--- config.mk ---
export PLATFORM = sky130hd
export DESIGN_NAME = pipe_stage_skid_reg
export DESIGN_NICKNAME = d
export VERILOG_FILES = /design/src/rtl/pipe_stage_pkg.sv /design/src/rtl/pipe_slot_reg.sv /design/src/rtl/pipe_stage_skid_reg.sv
export SDC_FILE = /design/constraint.sdc
export NUM_CORES = 1
export LEC_CHECK = 0
export ABC_AREA = 1
export CAP_MARGIN = 10
export CORE_MARGIN = 3
export CORE_UTILIZATION = 44
export DETAILED_ROUTE_END_ITERATION = 7
export GPL_ROUTABILITY_DRIVEN = 0
export PLACE_DENSITY = 0.74
export SLEW_MARGIN = 10
export SYNTH_ARGS = -nofsm -noshare
export SYNTH_HDL_FRONTEND = slang
export SYNTH_SLANG_ARGS = --single-unit
--- constraint.sdc ---
create_clock -name CLK -period 1.65 [get_ports CLK]
set_clock_uncertainty 0.1 [all_clocks]
set_input_delay 0.33 -clock CLK [delete_from_list [all_inputs] [get_ports CLK]]
set_output_delay 0.33 -clock CLK [all_outputs]
set_load 0.005 [all_outputs]
--- src/rtl/pipe_stage_pkg.sv ---
// Shared constants for the decode -> execute/writeback stage register.
// Occupancy encodings double as the stage FSM state (derived from the slot valid bits).
package pipe_stage_pkg;

  localparam logic [1:0] OCC_EMPTY = 2'd0;
  localparam logic [1:0] OCC_ONE   = 2'd1;
  localparam logic [1:0] OCC_TWO   = 2'd2;

  localparam int CTRL_ADRMUX = 0;
  localparam int CTRL_WRITE  = 1;
  localparam int CTRL_PCLOAD = 2;

endpackage

--- src/rtl/pipe_slot_reg.sv ---
// One storage slot of the skid stage: {valid, write address, payload, control}.
// clr_valid beats load so a flush always squashes, even when a load is requested.
module pipe_slot_reg #(
  parameter int ADDR_W = 3,
  parameter int DATA_W = 16,
  parameter int CTRL_W = 3
) (
  input  logic              clk,
  input  logic              rst_n,
  input  logic              load,
  input  logic              clr_valid,
  input  logic [ADDR_W-1:0] addr_d,
  input  logic [DATA_W-1:0] data_d,
  input  logic [CTRL_W-1:0] ctrl_d,
  output logic              valid_q,
  output logic [ADDR_W-1:0] addr_q,
  output logic [DATA_W-1:0] data_q,
  output logic [CTRL_W-1:0] ctrl_q
);

  always_ff @(posedge clk) begin
    if (!rst_n) begin
      valid_q <= 1'b0;
      addr_q  <= '0;
      data_q  <= '0;
      ctrl_q  <= '0;
    end else if (clr_valid) begin
      valid_q <= 1'b0;
    end else if (load) begin
      valid_q <= 1'b1;
      addr_q  <= addr_d;
      data_q  <= data_d;
      ctrl_q  <= ctrl_d;
    end
  end

endmodule

--- src/rtl/pipe_stage_skid_reg.sv ---
// Decode -> execute/writeback stage register built as a 2-entry skid buffer.
// The main slot drives the outputs; the skid slot catches one entry under backpressure.
module pipe_stage_skid_reg
  import pipe_stage_pkg::*;
#(
  parameter int ADDR_W    = 3,
  parameter int DATA_W    = 16,
  parameter int CTRL_W    = 3,
  parameter bit MASK_CTRL = 1'b1
) (
  input  logic              CLK,
  input  logic              RST_N,
  input  logic              FLUSH,
  input  logic              VALID_IN,
  output logic              READY_OUT,
  input  logic [ADDR_W-1:0] writeAd_IN,
  input  logic [DATA_W-1:0] DATA_IN,
  input  logic [CTRL_W-1:0] CTRL_IN,
  output logic              VALID_OUT,
  input  logic              READY_IN,
  output logic [ADDR_W-1:0] writeAd_OUT,
  output logic [DATA_W-1:0] DATA_OUT,
  output logic [CTRL_W-1:0] CTRL_OUT,
  output logic [1:0]        COUNT
);

  // Handshake: a transfer happens on an edge where valid and ready are both high.
  // READY_OUT depends only on registered state, so no READY_IN -> READY_OUT path exists.
  logic              main_valid, skid_valid;
  logic [ADDR_W-1:0] main_addr, skid_addr;
  logic [DATA_W-1:0] main_data, skid_data;
  logic [CTRL_W-1:0] main_ctrl, skid_ctrl;

  logic              push, pop;
  logic [1:0]        occ;
  logic              main_load, main_from_skid, main_clr;
  logic              skid_load, skid_clr;
  logic [ADDR_W-1:0] main_addr_d;
  logic [DATA_W-1:0] main_data_d;
  logic [CTRL_W-1:0] main_ctrl_d;

  assign READY_OUT = !skid_valid;
  assign VALID_OUT = main_valid;
  assign push      = VALID_IN & READY_OUT;
  assign pop       = VALID_OUT & READY_IN;
  assign occ       = {1'b0, main_valid} + {1'b0, skid_valid};
  assign COUNT     = occ;

  always_comb begin
    main_load      = 1'b0;
    main_from_skid = 1'b0;
    main_clr       = 1'b0;
    skid_load      = 1'b0;
    skid_clr       = 1'b0;
    if (FLUSH) begin
      main_clr = 1'b1;
      skid_clr = 1'b1;
    end else begin
      case (occ)
        OCC_EMPTY: main_load = push;
        OCC_ONE: begin
          if (push && pop)  main_load = 1'b1;
          else if (push)    skid_load = 1'b1;
          else if (pop)     main_clr  = 1'b1;
        end
        OCC_TWO: begin
          // Refill main from skid so the older entry always leaves first.
          if (pop) begin
            main_load      = 1'b1;
            main_from_skid = 1'b1;
            skid_clr       = 1'b1;
          end
        end
        default: ;
      endcase
    end
  end

  assign main_addr_d = main_from_skid ? skid_addr : writeAd_IN;
  assign main_data_d = main_from_skid ? skid_data : DATA_IN;
  assign main_ctrl_d = main_from_skid ? skid_ctrl : CTRL_IN;

  pipe_slot_reg #(.ADDR_W(ADDR_W), .DATA_W(DATA_W), .CTRL_W(CTRL_W)) u_main (
    .clk       (CLK),
    .rst_n     (RST_N),
    .load      (main_load),
    .clr_valid (main_clr),
    .addr_d    (main_addr_d),
    .data_d    (main_data_d),
    .ctrl_d    (main_ctrl_d),
    .valid_q   (main_valid),
    .addr_q    (main_addr),
    .data_q    (main_data),
    .ctrl_q    (main_ctrl)
  );

  pipe_slot_reg #(.ADDR_W(ADDR_W), .DATA_W(DATA_W), .CTRL_W(CTRL_W)) u_skid (
    .clk       (CLK),
    .rst_n     (RST_N),
    .load      (skid_load),
    .clr_valid (skid_clr),
    .addr_d    (writeAd_IN),
    .data_d    (DATA_IN),
    .ctrl_d    (CTRL_IN),
    .valid_q   (skid_valid),
    .addr_q    (skid_addr),
    .data_q    (skid_data),
    .ctrl_q    (skid_ctrl)
  );

  assign writeAd_OUT = main_addr;
  assign DATA_OUT    = main_data;
  // Bubbles present zero control so they never write the register file or load the PC.
  assign CTRL_OUT    = (MASK_CTRL && !main_valid) ? '0 : main_ctrl;

endmodule

==> flow_summary.json, run 1 <==
{
  "antenna_found_initial": 0,
  "io-pin-count": 53,
  "cts.sinks": 46,
  "p_comb_share_pct": 17.8,
  "cts_buffers": 5,
  "yosys_warnings": 0,
  "core-area_um2": 4500,
  "crit_arrival_ns": 1.85,
  "end_kind": "flop",
  "netlist_area_um2": 2130,
  "drv_cap": 0,
  "layout-drive-gt1-share_pct": 14.7,
  "wl_per_cell_um": 11.4,
  "rows": 24,
  "htreeDepth": 2,
  "grt_overflow": 0,
  "worst_slew_pin_slew_ns": 0.286,
  "fillCellCount": 404,
  "syn-mean-instance-area_um2": 6.77,
  "status": "finished, violations left",
  "slew_violations": 0,
  "clock.fmax_mhz": 569,
  "p_per_area_nw_per_um2": 747,
  "pwr-share-clk_pct": 29.0,
  "hold_viol": 0,
  "fin_cells": 426,
  "grt_max_degree": 47,
  "rsz0062_at_grt": "true",
  "post-route-min-period_ns": 1.76,
  "die_h_um": 75.6,
  "whs_ns": 0.348,
  "drtIter0Drc": 106,
  "vias": 2021,
  "dp.cells": 415,
  "synth.area.top_cells": "dfxtp_1 43%, nand2_1 13%, o21ai_0 10%, inv_1 9.2%, nor2_1 7.9%",
  "register_area_um2": 926,
  "cts.root.buffer_cell": "clkbuf_8",
  "ys_types": 17,
  "seq_area_frac_synth_pct": 43.2,
  "grt_pass1_vias": 1851,
  "hpwlAfterDp_um": 3200,
  "syn_to_final_growth_pct": 39.6,
  "drtPass1Iterations": 4,
  "grt_usage_pct": 17.9,
  "setup-violations-final": 37,
  "cts_max_path_buffers": 2,
  "die_w_um": 75.6,
  "postRouteWirelength_um": 4870,
  "p_int_uw": 1670,
  "grt_pass1_wl_um": 7820,
  "n_antenna_cell": 0,
  "dieArea_um2": 5720,
  "hp-class": "reg2reg",
  "synth-seq-cells": 46,
  "switching_share_pct": 25.0,
  "viasPerCell": 4.74,
  "fin_ws_ns": -0.106,
  "multi_input_area_um2": 990,
  "nNetsFinal": 404,
  "initial_utilization_pct": 47.3,
  "synth_largest_area_cell": "dfxtp_1",
  "clock_latency_ns": 0.29,
  "leakage_uw": 0.00136,
  "startpoint_type": "flop",
  "violations": "negative setup slack",
  "path_clk_slew_ns": 0.08,
  "share_seq_of_total_power_pct": 53.2,
  "peakVddDrop_uv": 490,
  "power.switching_uw": 557,
  "synth.net_count": 345,
  "max_slew_margin_pct": 80.8,
  "worstSetupPathType": "reg2reg",
  "worstPathMaxFanout": 20,
  "cp_data_required_time_ns": 1.74,
  "synth.top_cell.area_share_pct": 43.2,
  "place.port_buffers": 52,
  "drc_errors": 0,
  "ant_nets": 0,
  "period_share_pct": 106,
  "cts_tree": "done",
  "synth_cells": 315
}
-- final timing paths --
check / to / cells after the start / slack, ns / from
worst min-delay path: u_skid.data_q[6]$_SDFFE_PN0P_ / 2 / 0.35 / u_skid.data_q[6]$_SDFFE_PN0P_
worst min register to register: u_skid.data_q[6]$_SDFFE_PN0P_ / 2 / 0.35 / u_skid.data_q[6]$_SDFFE_PN0P_
worst max-delay path: u_main.data_q[7]$_SDFFE_PN0P_ / 10 / -0.11 / u_main.valid_q$_SDFFE_PP0P_
worst max register to register: u_main.data_q[7]$_SDFFE_PN0P_ / 10 / -0.11 / u_main.valid_q$_SDFFE_PP0P_
-- final cells by class --
type / count / share of cell area [%]
Clock buffer: 7 / 2.57
Multi-Input combinational cell: 199 / 33.3
Tap cell: 52 / 2.19
Timing Repair Buffer: 70 / 24.2
Inverter: 52 / 6.64
Sequential cell: 46 / 31.1
-- registers in the layout, indices dropped and copies added, names as in the netlist --
| name | count |
|---|---|
| u_main.ctrl_q | 3 |
| u_skid.addr_q | 3 |
| u_skid.data_q | 16 |
| u_main.addr_q | 3 |
| u_skid.valid_q | 1 |
| u_skid.ctrl_q | 3 |
| u_main.data_q | 16 |
| u_main.valid_q | 1 |
-- cell families after synthesis --
| logic type | Yosys count | synth area share (%) |
|---|---|---|
| compound gates | 69 | 16.2 |
| flops | 46 | 43.2 |
| buf+inv | 70 | 14.2 |
| simple gates | 127 | 24.6 |
| fa+ha+maj | 3 | 1.76 |
-- power by group through the flow --
| stage | combinational (µW) | sequential (µW) | clock, µW |
|---|---|---|---|
| detailed placement | 365 | 1210 | 0 |
| floorplan | 174 | 1210 | 0 |
| global placement | 354 | 1210 | 0 |
| CTS | 374 | 1180 | 666 |
| global route | 443 | 1190 | 712 |
| finish | 395 | 1180 | 646 |
-- worst max-delay path: stages, from the launching register on --
cell and delay (ns):
dfxtp_4 0.37, inv_4 0.04, ha_4 0.27, buf_6 0.11, nand3_4 0.08, or2_4 0.25
nand3_4 0.10, buf_12 0.16, nand2_1 0.06, nand2_1 0.06, nor2_1 0.04
-- cells in the mapped netlist (all sizes together) --
cell type,n
or2,1
clkbuf,8
a21oi,25
nand3,5
dfxtp,46
nor2,45
inv,52
nand2,74
ha,3
o21ai,44
nand4,2
buf,10
-- routing by layer --
| metal | GRT usage [%] | vias to the layer above | wire [µm] |
|---|---|---|---|
| met3 | 4.88 | 9 | 241 |
| met4 | 6.02 | 0 | 62 |
| met5 | 0 | - | 0 |
| met1 | 20.9 | 893 | 2190 |
| met2 | 31.4 | 46 | 2370 |
| li1 | - | 1073 | - |
-- placed cells by master (no fill, tap or decap), drive strengths merged --
cell	n
dlygate4sd2	6
a21oi	25
clkbuf	8
nor2	45
clkdlybuf4s50	45
nand3	5
buf	18
ha	3
dfxtp	46
nand2	74
inv	52
or2	1
o21ai	44
nand4	2
-- what timing repair did --
item / in CTS / in global routing
gates resized for setup: 17 / 22
setup buffers: 3 / 1
hold buffers: 0 / 0
endpoints found under the setup margin: 29 / 46
hold endpoints to repair: 0 / 0
pin swaps: 2 / 2
-- through the flow --
step / total power (µW) / setup slack [ns] / cell area, µm² / utilization [%] / setup TNS (ns)
2_1_floorplan: 1380 / -0.0277 / 2150 / - / -0.574
3_3_place_gp: 1560 / -0.191 / 2790 / 62.0 / -7.25
3_5_place_dp: 1580 / -0.213 / 2790 / 62.0 / -7.93
4_1_cts: 2220 / -0.0870 / 2910 / 64.6 / -1.11
5_1_grt: 2340 / -0.203 / 2980 / 66.1 / -5.65
6_report: 2220 / -0.106 / 2980 / 66.1 / -1.97
(Power assumes the default switching activity.)
==> run 2: changes to the inputs <==
--- a/config.mk
+++ b/config.mk
@@ -8,11 +8,14 @@
 export ABC_AREA = 1
 export CAP_MARGIN = 10
 export CORE_MARGIN = 3
-export CORE_UTILIZATION = 44
+export CORE_UTILIZATION = 56
 export DETAILED_ROUTE_END_ITERATION = 7
+export DONT_BUFFER_PORTS = 1
 export GPL_ROUTABILITY_DRIVEN = 0
-export PLACE_DENSITY = 0.74
+export PLACE_DENSITY = 0.73
+export SETUP_SLACK_MARGIN = 0.05
 export SLEW_MARGIN = 10
 export SYNTH_ARGS = -nofsm -noshare
 export SYNTH_HDL_FRONTEND = slang
 export SYNTH_SLANG_ARGS = --single-unit
+export TNS_END_PERCENT = 1
==> flow_summary.json, run 2 (same netlist as run 1, synthesis figures left out) <==
{
  "grt_overflow": 0,
  "clock.fmax_mhz": 610,
  "wl_per_cell_um": 11.4,
  "hpwlAfterDp_um": 2800,
  "fin_tns_setup_ns": 0,
  "vias": 1796,
  "worstPathMaxFanout": 28,
  "cp_data_required_time_ns": 1.74,
  "grt_pass1_vias": 1572,
  "cts_max_path_buffers": 2,
  "period_share_pct": 99.4,
  "place_area_um2": 2230,
  "fillCellCount": 331,
  "hold_viol": 0,
  "die_w_um": 67.7,
  "status": "finished, final reports clean",
  "mostFrequentLayoutCells": "69 x nand2_1, 50 x inv_1, 44 x dfxtp_1",
  "core-area_um2": 3490,
  "cts.sinks": 46,
  "p_per_area_nw_per_um2": 870,
  "dp_worst_setup_slack_ns": -0.00463,
  "syn_to_final_growth_pct": 9.33,
  "end_kind": "flop",
  "setup-violations-final": 0,
  "whs_ns": 0.0532,
  "grt_pass1_wl_um": 6710,
  "postCtsSetupBuffers": 0,
  "io-pin-count": 53,
  "worstSetupPathType": "reg2reg",
  "crit_arrival_ns": 1.73,
  "leakage_uw": 0.00110,
  "stdcell_area_um2": 2330,
  "initial_utilization_pct": 61.0,
  "max_slew_margin_pct": 82.8,
  "cts.root.buffer_cell": "clkbuf_8",
  "nNetsFinal": 348,
  "drtIter0Drc": 107,
  "rsz0062_at_grt": "true",
  "ant_nets": 0,
  "drv_cap": 0,
  "peakVddDrop_uv": 627,
  "fin_ws_ns": 0.00985,
  "hp-class": "in2reg",
  "rows": 21,
  "cts_buffers": 5,
  "post-route-min-period_ns": 1.64,
  "reg.largest.list": "u_main.data_q (16), u_skid.data_q (16)",
  "dieArea_um2": 4580,
  "startpoint_type": "flop",
  "cts_tree": "done",
  "htreeDepth": 2,
  "drtPass1Iterations": 4,
  "antenna_found_initial": 0,
  "die_h_um": 67.7,
  "drc_errors": 0,
  "grt_usage_pct": 19.4,
  "slew_violations": 0,
  "n_antenna_cell": 0,
  "path_clk_slew_ns": 0.08,
  "viasPerCell": 4.93,
  "postRouteWirelength_um": 4170,
  "grt_max_degree": 47,
  "layout-drive-gt1-share_pct": 11.3,
  "clock_latency_ns": 0.29,
  "worst_slew_pin_slew_ns": 0.258,
  "place.port_buffers": 0,
  "final_common_cell": "nand2_1"
}
run 2: final cells by class:
type | count | area (µm²) | share of cell area [%]
multi-input cells | 199 | 936 | 40.2
flip-flops and latches | 46 | 926 | 39.7
inverters | 52 | 198 | 8.48
repair buffers | 14 | 138 | 5.90
clock buffers | 7 | 76.3 | 3.27
well taps | 46 | 57.6 | 2.47
run 2: critical path: stages, from the launching register on:
cell and delay [ns]:
dfxtp_4 0.38, inv_4 0.04, ha_4 0.27, nand3_2 0.08, or2_4 0.25, nand3_4 0.09
buf_12 0.18, nand2_1 0.06, nand2_1 0.06, nor2_1 0.04
run 2: per-stage QoR:
stage	std cells	power, µW	utilization, %
finish	364	2030	66.7
global route	364	2150	66.7
CTS	364	2050	66.5
detailed placement	357	1410	63.7
global placement	357	1410	63.7
floorplan	315	1380	-
run 2: what timing repair did:
action / 4_1_cts / 5_1_grt
resized for setup: 9 / 9
hold buffers: 0 / 0
endpoints found under the setup margin: 21 / 36
run 2: metal layers:
metal	vias to the layer above	GRT usage [%]	wire [µm]
li1	967	-	-
met1	778	23.2	1930
met2	46	31.7	1870
met3	5	6.66	315
met4	0	7.59	46
met5	-	0	0
run 2: worst paths after layout:
| kind | from | to | slack (ns) | cells past startpoint |
|---|---|---|---|---|
| worst max-delay path | u_main.valid_q$_SDFFE_PP0P_ | u_main.addr_q[2]$_SDFFE_PN0P_ | 0.01 | 9 |
| worst max register to register | u_main.valid_q$_SDFFE_PP0P_ | u_main.addr_q[2]$_SDFFE_PN0P_ | 0.01 | 9 |
| worst min register to register | u_skid.addr_q[0]$_SDFFE_PN0P_ | u_skid.addr_q[0]$_SDFFE_PN0P_ | 0.35 | 2 |
| worst min-delay path | RST_N | u_main.data_q[15]$_SDFFE_PN0P_ | 0.05 | 2 |
run 2: report_power, final:
| part | total [µW] | leakage [µW] | internal [µW] | switching (µW) |
|---|---|---|---|---|
| Sequential | 1190 | 0.000377 | 1160 | 31.8 |
| Clock | 638 | 0.0000383 | 292 | 346 |
| Combinational | 199 | 0.000689 | 86.6 | 112 |
